### src/rtl/medoip_rx.sv
// rtl/medoip_rx.sv - MII receiver extracting a UDP payload byte stream from matching Ethernet/IPv4 frames.
// Optional FCS verification is compiled in with `define RX_CRC_CHECK_EN.
module medoip_rx #(
  parameter int HDR_LEN     = 42,
  parameter int MAX_PAYLOAD = 1472
) (
  input  logic        i_Clk,
  input  logic        i_nRst,
  input  logic        i_PhyRxDv,
  input  logic [3:0]  i_PhyRxData,
  input  logic [47:0] i_MacDest,
  input  logic [31:0] i_IpDest,
  input  logic [15:0] i_PortDest,
  input  logic [15:0] i_ts_PacketLength,
  output logic [7:0]  o_ts_data,
  output logic        o_ts_valid,
  output logic        o_ts_sync,
  output logic        o_FrameDone,
  output logic        o_FrameErr,
  output logic [15:0] o_DropCnt
);
  typedef enum logic [2:0] {IDLE, PREAMBLE, HEADER, PAYLOAD, FCS, DROP, WAIT_IDLE} state_t;

  localparam logic [15:0] HDR_LAST = 16'(HDR_LEN - 1);
  localparam logic [16:0] MAX_LEN  = 17'(MAX_PAYLOAD);

  state_t      state, state_nxt;
  logic        dv_q, last5, phase;
  logic [3:0]  lo_nib;
  logic [15:0] byte_cnt, udp_len;
  logic        mac_m, bc_m, mac_m_nxt, bc_m_nxt;
  logic [7:0]  rx_byte, mac_byte, exp_byte;
  logic        strobe, check, hdr_ok, len_bad, crc_bad;
  logic        sfd, emit, done_set, err_set, drop_inc, cnt_clr, cnt_inc, hdr_upd;

  assign rx_byte = {i_PhyRxData, lo_nib};
  assign strobe  = i_PhyRxDv && phase;
  assign udp_len = i_ts_PacketLength + 16'd8;
  assign len_bad = (i_ts_PacketLength == 16'd0) || ({1'b0, i_ts_PacketLength} > MAX_LEN);

  // Destination MAC must match entirely as unicast or entirely as broadcast.
  always_comb begin
    mac_byte  = 8'h00;
    exp_byte  = 8'h00;
    check     = 1'b0;
    hdr_ok    = 1'b1;
    mac_m_nxt = mac_m;
    bc_m_nxt  = bc_m;
    case (byte_cnt)
      16'd0:   mac_byte = i_MacDest[47:40];
      16'd1:   mac_byte = i_MacDest[39:32];
      16'd2:   mac_byte = i_MacDest[31:24];
      16'd3:   mac_byte = i_MacDest[23:16];
      16'd4:   mac_byte = i_MacDest[15:8];
      16'd5:   mac_byte = i_MacDest[7:0];
      default: mac_byte = 8'h00;
    endcase
    if (byte_cnt < 16'd6) begin
      mac_m_nxt = mac_m && (rx_byte == mac_byte);
      bc_m_nxt  = bc_m && (rx_byte == 8'hFF);
      hdr_ok    = mac_m_nxt || bc_m_nxt;
    end
    case (byte_cnt)
      16'd12:  begin check = 1'b1; exp_byte = 8'h08; end
      16'd13:  begin check = 1'b1; exp_byte = 8'h00; end
      16'd14:  begin check = 1'b1; exp_byte = 8'h45; end
      16'd23:  begin check = 1'b1; exp_byte = 8'h11; end
      16'd30:  begin check = 1'b1; exp_byte = i_IpDest[31:24]; end
      16'd31:  begin check = 1'b1; exp_byte = i_IpDest[23:16]; end
      16'd32:  begin check = 1'b1; exp_byte = i_IpDest[15:8]; end
      16'd33:  begin check = 1'b1; exp_byte = i_IpDest[7:0]; end
      16'd36:  begin check = 1'b1; exp_byte = i_PortDest[15:8]; end
      16'd37:  begin check = 1'b1; exp_byte = i_PortDest[7:0]; end
      16'd38:  begin check = 1'b1; exp_byte = udp_len[15:8]; end
      16'd39:  begin check = 1'b1; exp_byte = udp_len[7:0]; end
      default: begin check = 1'b0; exp_byte = 8'h00; end
    endcase
    if (check && (rx_byte != exp_byte)) hdr_ok = 1'b0;
    if ((byte_cnt == 16'd0) && len_bad) hdr_ok = 1'b0;
  end

`ifdef RX_CRC_CHECK_EN
  logic [31:0] crc, crc_nxt;

  always_comb begin
    crc_nxt = crc ^ {24'd0, rx_byte};
    for (int i = 0; i < 8; i++)
      crc_nxt = crc_nxt[0] ? ((crc_nxt >> 1) ^ 32'hEDB88320) : (crc_nxt >> 1);
  end

  always_ff @(posedge i_Clk or negedge i_nRst) begin
    if (!i_nRst) crc <= 32'hFFFFFFFF;
    else if (sfd) crc <= 32'hFFFFFFFF;
    else if (strobe && ((state == HEADER) || (state == PAYLOAD) || (state == FCS))) crc <= crc_nxt;
  end

  // Register is LSB-first, so the 0xC704DD7B residue shows up bit-reversed.
  assign crc_bad = (crc_nxt != 32'hDEBB20E3);
`else
  assign crc_bad = 1'b0;
`endif

  always_ff @(posedge i_Clk or negedge i_nRst) begin
    if (!i_nRst) state <= IDLE;
    else         state <= state_nxt;
  end

  always_comb begin
    state_nxt = state;
    sfd       = 1'b0;
    emit      = 1'b0;
    done_set  = 1'b0;
    err_set   = 1'b0;
    drop_inc  = 1'b0;
    cnt_clr   = 1'b0;
    cnt_inc   = 1'b0;
    hdr_upd   = 1'b0;
    case (state)
      IDLE: if (i_PhyRxDv && !dv_q) state_nxt = PREAMBLE;
      PREAMBLE: begin
        if (!i_PhyRxDv) state_nxt = IDLE;
        else if ((i_PhyRxData == 4'hD) && last5) begin
          state_nxt = HEADER;
          sfd       = 1'b1;
        end else if (i_PhyRxData != 4'h5) state_nxt = DROP;
      end
      HEADER: begin
        if (!i_PhyRxDv) state_nxt = IDLE;
        else if (strobe) begin
          hdr_upd = 1'b1;
          if (!hdr_ok) begin
            state_nxt = DROP;
            drop_inc  = 1'b1;
          end else if (byte_cnt == HDR_LAST) begin
            state_nxt = PAYLOAD;
            cnt_clr   = 1'b1;
          end else cnt_inc = 1'b1;
        end
      end
      PAYLOAD: begin
        if (!i_PhyRxDv) begin
          state_nxt = IDLE;
          done_set  = 1'b1;
          err_set   = 1'b1;
        end else if (strobe) begin
          emit = 1'b1;
          if (byte_cnt == i_ts_PacketLength - 16'd1) begin
            state_nxt = FCS;
            cnt_clr   = 1'b1;
          end else cnt_inc = 1'b1;
        end
      end
      FCS: begin
        if (!i_PhyRxDv) begin
          state_nxt = IDLE;
          done_set  = 1'b1;
          err_set   = 1'b1;
        end else if (strobe) begin
          if (byte_cnt == 16'd3) begin
            state_nxt = WAIT_IDLE;
            done_set  = 1'b1;
            err_set   = crc_bad;
          end else cnt_inc = 1'b1;
        end
      end
      DROP, WAIT_IDLE: if (!i_PhyRxDv) state_nxt = IDLE;
      default: state_nxt = IDLE;
    endcase
  end

  // dv_q resets high so a frame already in flight at reset release is ignored.
  always_ff @(posedge i_Clk or negedge i_nRst) begin
    if (!i_nRst) begin
      dv_q        <= 1'b1;
      last5       <= 1'b0;
      phase       <= 1'b0;
      lo_nib      <= 4'h0;
      byte_cnt    <= 16'd0;
      mac_m       <= 1'b0;
      bc_m        <= 1'b0;
      o_ts_data   <= 8'h00;
      o_ts_valid  <= 1'b0;
      o_ts_sync   <= 1'b0;
      o_FrameDone <= 1'b0;
      o_FrameErr  <= 1'b0;
      o_DropCnt   <= 16'd0;
    end else begin
      dv_q  <= i_PhyRxDv;
      last5 <= i_PhyRxDv && (i_PhyRxData == 4'h5);
      if (sfd) begin
        phase <= 1'b0;
        mac_m <= 1'b1;
        bc_m  <= 1'b1;
      end else if (i_PhyRxDv) begin
        phase <= ~phase;
        if (!phase) lo_nib <= i_PhyRxData;
      end
      if (sfd || cnt_clr) byte_cnt <= 16'd0;
      else if (cnt_inc)   byte_cnt <= byte_cnt + 16'd1;
      if (hdr_upd) begin
        mac_m <= mac_m_nxt;
        bc_m  <= bc_m_nxt;
      end
      o_ts_valid  <= emit;
      o_ts_sync   <= emit && (byte_cnt == 16'd0);
      if (emit) o_ts_data <= rx_byte;
      o_FrameDone <= done_set;
      if (done_set) o_FrameErr <= err_set;
      if (drop_inc && (o_DropCnt != 16'hFFFF)) o_DropCnt <= o_DropCnt + 16'd1;
    end
  end
endmodule

### config.mk
export PLATFORM = sky130hd
export DESIGN_NAME = medoip_rx
export DESIGN_NICKNAME = d
export VERILOG_FILES = /design/src/rtl/medoip_rx.sv
export SDC_FILE = /design/constraint.sdc
export NUM_CORES = 1
export LEC_CHECK = 0
export BUFFER_PORTS_ARGS = -buffer_cell sky130_fd_sc_hd__clkbuf_2
export CAP_MARGIN = 20
export CORE_MARGIN = 3
export CORE_UTILIZATION = 48
export DETAILED_ROUTE_END_ITERATION = 7
export PLACE_DENSITY_LB_ADDON = 0.1
export SLEW_MARGIN = 10
export SYNTH_ARGS = -nofsm -noshare
export SYNTH_HDL_FRONTEND = slang
export SYNTH_SLANG_ARGS = --single-unit
### constraint.sdc
create_clock -name i_Clk -period 3.4 [get_ports i_Clk]
set_clock_uncertainty 0.05 [all_clocks]
set_input_delay 0.68 -clock i_Clk [delete_from_list [all_inputs] [get_ports i_Clk]]
set_output_delay 0.68 -clock i_Clk [all_outputs]
set_load 0.005 [all_outputs]
==> reports/metrics.cfg, run 1 <==
[floorplanning]
rows = 37
num_io_pins = 147
die_w_um = 109
die_area_um2 = 12000
die_y_um = 109
start_util = 0.496
design.core.area_um2 = 10400

[sta]
hold_viol = 0
max_freq_ghz = 0.291
post-route-period-util = 1.01
slew_headroom = 0.354
rsz0062_at_grt = yes
worst_pin_slew_ns = 0.969
period_minus_slack_ns = 3.43
setup-violations-final = 7
drv_slew = 0
fin_ws_ns = -0.0334

[global_routing]
antenna_found_initial = 0
grt_start_max_net_pins = 38
grt_overflow = 0
first_global_vias = 5814
grt.total_usage = 0.321
grt_pass1_wl_um = 29900

[clocking]
clk_pin_slew_ns = 0.11
cts_sinks = 56
cts_tree = yes
cts_made_buffers = 5
cts_buffer_depth = 2
worst_skew_pair.late_latency_ns = 0.33
clock-root-buffer = clkbuf_8
htree_levels = 2

[logic_synthesis]
yosysMostFrequentCell = dfrtp_1
syn-instance-count = 618
synth_area_leaders = dfrtp_1 27%, xor2_1 5.1%, a22oi_1 3.9%
netlist.top_cell.by_area = dfrtp_1
netlist_area_um2 = 5140
synth_common_cells = 55 x dfrtp_1, 45 x nand2_1, 35 x clkbuf_1
synth_edf_count = 0
ys_types = 78
ys_ff_latch = 56
ys_seq_area_frac = 0.273
synth_ff_type = dfrtp_1
async_flop_share = 1.00
synth_nets = 745
synth_top_area_share = 0.268
syn_avg_cell_area_um2 = 8.32
ys_warn_count = 0

[critical_path]
path_delay_family = simple AND/OR/NAND/NOR gates
cp_slowest_cell = or4b_4
critPathCaptureType = register
path_class = reg2reg
crit_chain = inv_2 > ha_4 > buf_4 > buf_4 > a22oi_1 > nor3_1 > a31oi_1 > a2bb2oi_2 > xnor2_1 > nor4_2 > buf_4 > nand3_4 > o2bb2ai_4 > or4b_4 > nand2_2
critPathRequiredTime_ns = 3.63
critPathMaxStageDelay_ns = 0.51
crit_path_max_fanout = 6
r2r_slack_ns = -0.03
arrival_ns = 3.66
path_common_cell = buf_4
cp-start-kind = register
critical_path_buf_inv_count = 4

[drt]
detail-route-antenna-nets = 0
drt-initial-drc-count = 511
vias = 6191
finalWirelength_um = 20500
drc_errors = 0
routedWlPerCell_um = 20.6
viasPerCell = 6.22
drt_pre_antenna_iters = 7

[cells_and_area]
multi_input_area_um2 = 3940
drive_gt1_frac = 0.444
areaGrowthSynthToFinish_pct = 46.5
postLayoutCellArea_um2 = 7530
n_antenna_cell = 0
fillers = 833
seq_area_um2 = 1400
num-nets-final = 986
final_cell_count_no_fill = 996

[placement]
io_buffer_count = 146
dp_slack_ns = -0.376
gp_congestion = 0.979
dp_hpwl_um = 15500
dpl-instance-area_um2 = 6790
dpl.cell_count = 970

[flow_run]
cap_violations = 0

[power]
power_density_nw_per_um2 = 446
vdd_ir_drop_max_v = 0.000677
p_total_mw = 3.36
leakage_nw = 3.51

[run_status]
status = finished, violations left
violations = negative setup slack

[worst_hold_path]
hold_class = in2async

-- layer usage --
metal,GRT usage,wire (um),up-vias
met5,0,0,-
met4,0.125,729,0
met3,0.0476,1480,62
met2,0.557,10200,295
met1,0.400,8100,2976
li1,-,-,2858
-- worst register-to-register path: cells and delay by family (launching register included) --
| family | cells | cell delay [ns] |
|---|---|---|
| AOI/OAI and AO/OA | 4 | 0.89 |
| xor gates and xnor gates | 1 | 0.10 |
| adders and majority gates | 1 | 0.18 |
| buffers and inverters | 4 | 0.60 |
| DFF | 1 | 0.43 |
| and+or+nand+nor | 5 | 1.12 |
-- placed cells by master, fill, tap and decap left out, drive strengths merged, types with 8 or more instances in the layout --
master / instances
clkbuf: 153
buf: 134
dfrtp: 55
nand2: 45
nor2: 34
xor2: 30
a22oi: 27
nand3: 25
inv: 24
nor3: 24
xnor2: 23
a21oi: 23
nor4: 22
nand4: 19
o21ai: 18
o22ai: 17
mux2: 12
a22o: 11
nand2b: 11
nor4b: 10
o211ai: 9
a221oi: 8
ha: 8
-- logic make-up after synthesis --
family                     synth area share
buffers and inverters                0.0594
DFF                                   0.273
muxes                                0.0341
xor gates and xnor gates             0.0903
adders and majority gates            0.0195
AOI/OAI and AO/OA                     0.256
and+or+nand+nor                       0.268
-- final timing paths --
kind                                               start                         to  cells after the start
worst min-delay path                              i_nRst  o_DropCnt[10]$_DFFE_PN0P_                      1
max in group asynchronous                         i_nRst    byte_cnt[0]$_DFFE_PN0P_                      2
worst min register to register  o_DropCnt[9]$_DFFE_PN0P_   o_DropCnt[9]$_DFFE_PN0P_                      1
worst max-delay path             byte_cnt[1]$_DFFE_PN0P_    byte_cnt[8]$_DFFE_PN0P_                     15
min in group i_Clk              o_DropCnt[9]$_DFFE_PN0P_   o_DropCnt[9]$_DFFE_PN0P_                      1
worst max register to register   byte_cnt[1]$_DFFE_PN0P_    byte_cnt[8]$_DFFE_PN0P_                     15
-- sequential cells by signal, indices dropped and copies added (netlist names) --
signal / cells
state: 3
bc_m: 1
byte_cnt: 16
o_FrameDone: 1
o_ts_sync: 1
o_DropCnt: 16
mac_m: 1
last5: 1
o_ts_data: 8
dv_q: 1
lo_nib: 4
phase: 1
o_FrameErr: 1
o_ts_valid: 1
-- report_power, final --
group | switching, mW | internal [mW]
combinational | 1.09 | 0.931
sequential | 0.127 | 0.757
clock | 0.235 | 0.219
-- stage by stage --
| stage | hold slack [ns] | utilization | setup TNS [ns] |
|---|---|---|---|
| floorplan | 0.334 | - | 0 |
| CTS | 0.449 | 0.684 | 0 |
| global route | 0.466 | 0.726 | -4.18 |
| global placement | 0.428 | 0.655 | -3.90 |
| detailed placement | 0.435 | 0.655 | -6.99 |
| finish | 0.426 | 0.726 | -0.124 |
-- timing repair --
item	in CTS	in global routing
buffers inserted	6	9
cloned	2	1
endpoints found under the setup margin	29	35
resized for setup	22	64
pin swaps	7	29
hold buffers	0	0
-- area by class of cell --
type	instances	share of cell area
flip-flops and latches	56	0.186
repair buffers	281	0.241
multi-input cells	491	0.524
clock inverters	2	0.00465
clock buffers	6	0.00964
inverters	24	0.0120
well taps	136	0.0226
Power figures use the tool's default switching activity.
==> inputs of run 2 (changes only) <==
--- a/config.mk
+++ b/config.mk
@@ -10,7 +10,8 @@
 export CORE_MARGIN = 3
 export CORE_UTILIZATION = 48
 export DETAILED_ROUTE_END_ITERATION = 7
-export PLACE_DENSITY_LB_ADDON = 0.1
+export HOLD_SLACK_MARGIN = 0.03
+export PLACE_DENSITY = 0.78
 export SLEW_MARGIN = 10
 export SYNTH_ARGS = -nofsm -noshare
 export SYNTH_HDL_FRONTEND = slang
==> run 2 against run 1 <==
Effect of this change: global-route usage increased by 1.1 points; flip-flop and latch count unchanged; utilization rose by 0.86 points; critical endpoint is now o_DropCnt[7]$_DFFE_PN0P_; critical path type unchanged; the flow still finishes with violations (negative setup slack); sequential share of layout area is 0.18 points lower; non-clock buffer count grew 4.
==> reports/metrics.cfg, run 2 (synthesis results as in run 1) <==
[global_routing]
grt_pass1_wl_um = 30800
grt_overflow = 0
grt_start_max_net_pins = 57
grt.total_usage = 0.332
first_global_vias = 5869
antenna_found_initial = 0

[drt]
detail-route-antenna-nets = 0
drt_pre_antenna_iters = 6
drt-initial-drc-count = 685
routedWlPerCell_um = 21.4
drc_errors = 0
vias = 6371
viasPerCell = 6.36
finalWirelength_um = 21500

[cells_and_area]
final_cell_count_no_fill = 1002
fillers = 790
seq_area_um2 = 1410
multi_input_area_um2 = 3980
top_regs = byte_cnt (16), o_DropCnt (16), o_ts_data (8)
post-route-util = 0.735
n_antenna_cell = 0
num-nets-final = 992
drive_gt1_frac = 0.454
final_cell_mix = 146 x clkbuf_2, 120 x buf_4, 52 x dfrtp_1
postLayoutCellArea_um2 = 7620
final_common_cell = clkbuf_2
areaGrowthSynthToFinish_pct = 48.2

[critical_path]
arrival_ns = 3.68
crit_path_max_fanout = 5
crit_chain = or4_4 > buf_6 > or4_4 > o2111ai_2 > xor2_1 > nor2_2 > buf_4 > a31oi_4 > o211ai_4 > buf_6 > nor2_4 > xor2_1
critPathRequiredTime_ns = 3.60
cp-start-kind = register
path_class = reg2reg
critPathMaxStageDelay_ns = 0.56
r2r_slack_ns = -0.08
critPathCaptureType = register
cp_slowest_cell = or4_4

[floorplanning]
design.core.area_um2 = 10400
die_area_um2 = 12000
num_io_pins = 147
die_y_um = 109
die_w_um = 109
rows = 37
start_util = 0.496

[sta]
post-route-period-util = 1.02
hold_viol = 0
worst_pin_slew_ns = 0.729
setup-violations-final = 5
fin_ws_ns = -0.0783
rsz0062_at_grt = yes
period_minus_slack_ns = 3.48
hold_slack_ns = 0.417
max_freq_ghz = 0.288
drv_slew = 0
slew_headroom = 0.514

[clocking]
cts_hold_buffers = 0
cts_tree = yes
clock-root-buffer = clkbuf_8
cts_made_buffers = 5
clk_pin_slew_ns = 0.12
htree_levels = 2
cts_buffer_depth = 2
worst_skew_pair.late_latency_ns = 0.34
cts_sinks = 56

[power]
p_int_mw = 1.80
swShare = 0.439
p_sw_mw = 1.41
seqPwrFrac = 0.277
p_total_mw = 3.21
power_frac_comb = 0.595
clkPwrFrac = 0.128
vdd_ir_drop_max_v = 0.000647
leakage_nw = 3.50
power_density_nw_per_um2 = 422

[placement]
dp_hpwl_um = 15800
dpl-instance-area_um2 = 6830
gp_congestion = 0.966
dpl.cell_count = 973
io_buffer_count = 146

[run_status]
violations = negative setup slack
status = finished, violations left

[worst_hold_path]
hold_class = in2async

[flow_run]
cap_violations = 0

[run 2: worst paths after layout]
kind / endpoint / cells after the start / startpoint
min: o_DropCnt[3]$_DFFE_PN0P_ / 2 / i_nRst
max reg2reg: o_DropCnt[7]$_DFFE_PN0P_ / 12 / byte_cnt[14]$_DFFE_PN0P_
max: o_DropCnt[7]$_DFFE_PN0P_ / 12 / byte_cnt[14]$_DFFE_PN0P_
min in group i_Clk: o_DropCnt[13]$_DFFE_PN0P_ / 1 / o_DropCnt[13]$_DFFE_PN0P_
min reg2reg: o_DropCnt[13]$_DFFE_PN0P_ / 1 / o_DropCnt[13]$_DFFE_PN0P_
max in group asynchronous: byte_cnt[0]$_DFFE_PN0P_ / 2 / i_nRst
[run 2: routing by layer]
layer	part of all wire	global-route usage	up-vias	wire, um
met5	0	0	-	0
met4	0.042	0.126	0	894
met3	0.069	0.0511	74	1470
met2	0.48	0.561	336	10400
met1	0.41	0.427	3078	8700
li1	-	-	2883	-
[run 2: layout make-up]
| cell class | count | area share |
|---|---|---|
| repair buffers | 285 | 0.247 |
| clock buffers | 5 | 0.00903 |
| flip-flops and latches | 56 | 0.185 |
| inverters | 24 | 0.0118 |
| multi-input cells | 493 | 0.522 |
| well taps | 136 | 0.0223 |
| clock inverters | 3 | 0.00328 |
[run 2: per-stage QoR]
step / worst slack, ns / TNS (ns)
after CTS: -0.00777 / -0.00971
after detailed placement: -0.432 / -9.58
after floorplan: 0.0131 / 0
final: -0.0783 / -0.220
after global routing: -0.202 / -2.51
after global placement: -0.380 / -7.92
[run 2: worst max-delay path: cells and delay by family, from the launching register on]
kind / cells / cell delay, ns
AOI/OAI and AO/OA: 3 / 0.65
xor gates and xnor gates: 2 / 0.47
buffers and inverters: 3 / 0.48
DFF: 1 / 0.42
and+or+nand+nor: 4 / 1.31
[run 2: power by group through the flow]
stage | clock network (mW) | logic [mW] | registers [mW]
after floorplan | 0 | 0.989 | 0.843
after global placement | 0 | 1.65 | 0.885
after detailed placement | 0 | 1.69 | 0.889
after CTS | 0.408 | 1.72 | 0.876
after global routing | 0.440 | 2.04 | 0.903
final | 0.412 | 1.91 | 0.891
[run 2: what timing repair did]
action	in CTS	in global routing
gates cloned	2	2
buffers inserted	2	15
resized for setup	15	81
hold endpoints to repair	0	0
pin swaps	8	23
endpoints found under the setup margin	31	35
==> inputs of run 3 (changes only) <==
--- a/config.mk
+++ b/config.mk
@@ -8,10 +8,10 @@
 export BUFFER_PORTS_ARGS = -buffer_cell sky130_fd_sc_hd__clkbuf_2
 export CAP_MARGIN = 20
 export CORE_MARGIN = 3
-export CORE_UTILIZATION = 48
+export CORE_UTILIZATION = 58
 export DETAILED_ROUTE_END_ITERATION = 7
 export HOLD_SLACK_MARGIN = 0.03
-export PLACE_DENSITY = 0.78
+export PLACE_DENSITY = 0.88
 export SLEW_MARGIN = 10
 export SYNTH_ARGS = -nofsm -noshare
 export SYNTH_HDL_FRONTEND = slang
==> constraint.sdc (replaced) <==
create_clock -name i_Clk -period 4.2 [get_ports i_Clk]
set_clock_uncertainty 0.05 [all_clocks]
set_input_delay 0.84 -clock i_Clk [delete_from_list [all_inputs] [get_ports i_Clk]]
set_output_delay 0.84 -clock i_Clk [all_outputs]
set_load 0.005 [all_outputs]
==> run 3 against run 2 <==
Effect of this change: the run now ends clean; critical path depth increased by 2; flip-flop and latch count unchanged; final area decreased by 18%; clock-buffer cell count increased by 1; maximum frequency decreased by 12%; total power decreased by 29%; utilization increased by 0.36 points; die area decreased by 16%; non-clock buffer count decreased by 103; critical path type unchanged; critical endpoint is now byte_cnt[6]$_DFFE_PN0P_; largest cell class unchanged.
==> reports/metrics.cfg, run 3 (synthesis results as in run 1) <==
[run_status]
status = finished, final reports clean

[floorplanning]
start_util = 0.610
num_io_pins = 147
die_y_um = 100
rows = 33
die_area_um2 = 10000
design.core.area_um2 = 8420
die_w_um = 100

[clocking]
cts_tree = yes
clock-root-buffer = clkbuf_8
cts_made_buffers = 5
cts_sinks = 56
cts_buffer_depth = 2
worst_skew_pair.late_latency_ns = 0.31
clk_pin_slew_ns = 0.10
htree_levels = 2
post_cts.repair.setup_buffers = 0

[placement]
dpl-instance-area_um2 = 6090
dpl.cell_count = 856
dp_hpwl_um = 13400
io_buffer_count = 146
dp_slack_ns = -0.0991
gp_congestion = 1.04

[sta]
slew_headroom = 0.455
fin_ws_ns = 0.235
hold_slack_ns = 0.457
worst_pin_slew_ns = 0.817
period_minus_slack_ns = 3.96
fin_setup_tns_ns = 0
hold_viol = 0
rsz0062_at_grt = no
setup-violations-final = 0
max_freq_ghz = 0.252
drv_slew = 0
post-route-period-util = 0.944

[cells_and_area]
top_regs = byte_cnt (16), o_DropCnt (16), o_ts_data (8)
n_antenna_cell = 0
drive_gt1_frac = 0.296
areaGrowthSynthToFinish_pct = 21.0
num-nets-final = 885
final_cell_count_no_fill = 864
final_cell_mix = 146 x clkbuf_2, 54 x dfrtp_1, 45 x nand2_1
postLayoutCellArea_um2 = 6220
post-route-util = 0.738
final_common_cell = clkbuf_2

[drt]
detail-route-antenna-nets = 0
viasPerCell = 6.72
finalWirelength_um = 17000
vias = 5810
drc_errors = 0
drt-initial-drc-count = 596
drt_pre_antenna_iters = 6
routedWlPerCell_um = 19.7

[global_routing]
antenna_found_initial = 0
grt_start_max_net_pins = 30
grt.total_usage = 0.331
grt_overflow = 0
first_global_vias = 5472
grt_pass1_wl_um = 27100

[power]
vdd_ir_drop_max_v = 0.000220
power_density_nw_per_um2 = 368
p_total_mw = 2.29
leakage_nw = 2.81

[critical_path]
crit_path_max_fanout = 20
path_class = reg2reg
critPathCaptureType = register
critPathRequiredTime_ns = 4.33
cp-start-kind = register
arrival_ns = 4.10

[flow_run]
cap_violations = 0

[worst_hold_path]
hold_class = reg2reg

## run 3: cell type report
class                      count  area (um2)
sequential                    56        1400
multi-input combinational    489        3440
clock buffer                   6        72.6
inverter                      24        90.1
fill                         664        2200
timing repair buffer         182        1040
clock inverter                 2        38.8
tap                          105         131
## run 3: routing by layer
layer	vias to the layer above	global-route usage	part of all wire
met5	-	0	0
met2	322	0.558	0.50
li1	2663	-	-
met3	46	0.0403	0.074
met1	2779	0.448	0.40
met4	0	0.0974	0.024
## run 3: worst paths after layout
check / start / endpoint / slack [ns] / cells after the start
setup / recovery: byte_cnt[0]$_DFFE_PN0P_ / byte_cnt[6]$_DFFE_PN0P_ / 0.24 / 14
hold / removal: o_ts_data[3]$_DFFE_PN0P_ / o_ts_data[3]$_DFFE_PN0P_ / 0.46 / 2
setup reg to reg: byte_cnt[0]$_DFFE_PN0P_ / byte_cnt[6]$_DFFE_PN0P_ / 0.24 / 14
hold reg to reg: o_ts_data[3]$_DFFE_PN0P_ / o_ts_data[3]$_DFFE_PN0P_ / 0.46 / 2
max in group asynchronous: i_nRst / byte_cnt[0]$_DFFE_PN0P_ / 2.77 / 2
min in group asynchronous: i_nRst / o_DropCnt[12]$_DFFE_PN0P_ / 0.48 / 1
## run 3: timing repair
item / in CTS / in global routing
hold buffers: 0 / 0
setup endpoints to repair: 0 / 16
resized for setup: 0 / 2
## run 3: power breakdown
group	leakage, nW	internal [mW]	switching, mW
clock	0.0558	0.180	0.178
combinational	2.03	0.528	0.673
sequential	0.729	0.612	0.116
## run 3: worst max-delay path, cell delays in order, from the launching register on
cell       delay, ns
dfrtp_2         0.46
inv_1           0.09
ha_1            0.36
buf_4           0.25
a22o_1          0.20
a222oi_1        0.34
o22ai_1         0.16
a21oi_1         0.25
xnor2_1         0.11
nor4_1          0.34
buf_4           0.19
nand3_1         0.15
o2bb2ai_4       0.29
o311ai_0        0.43
o41ai_1         0.15
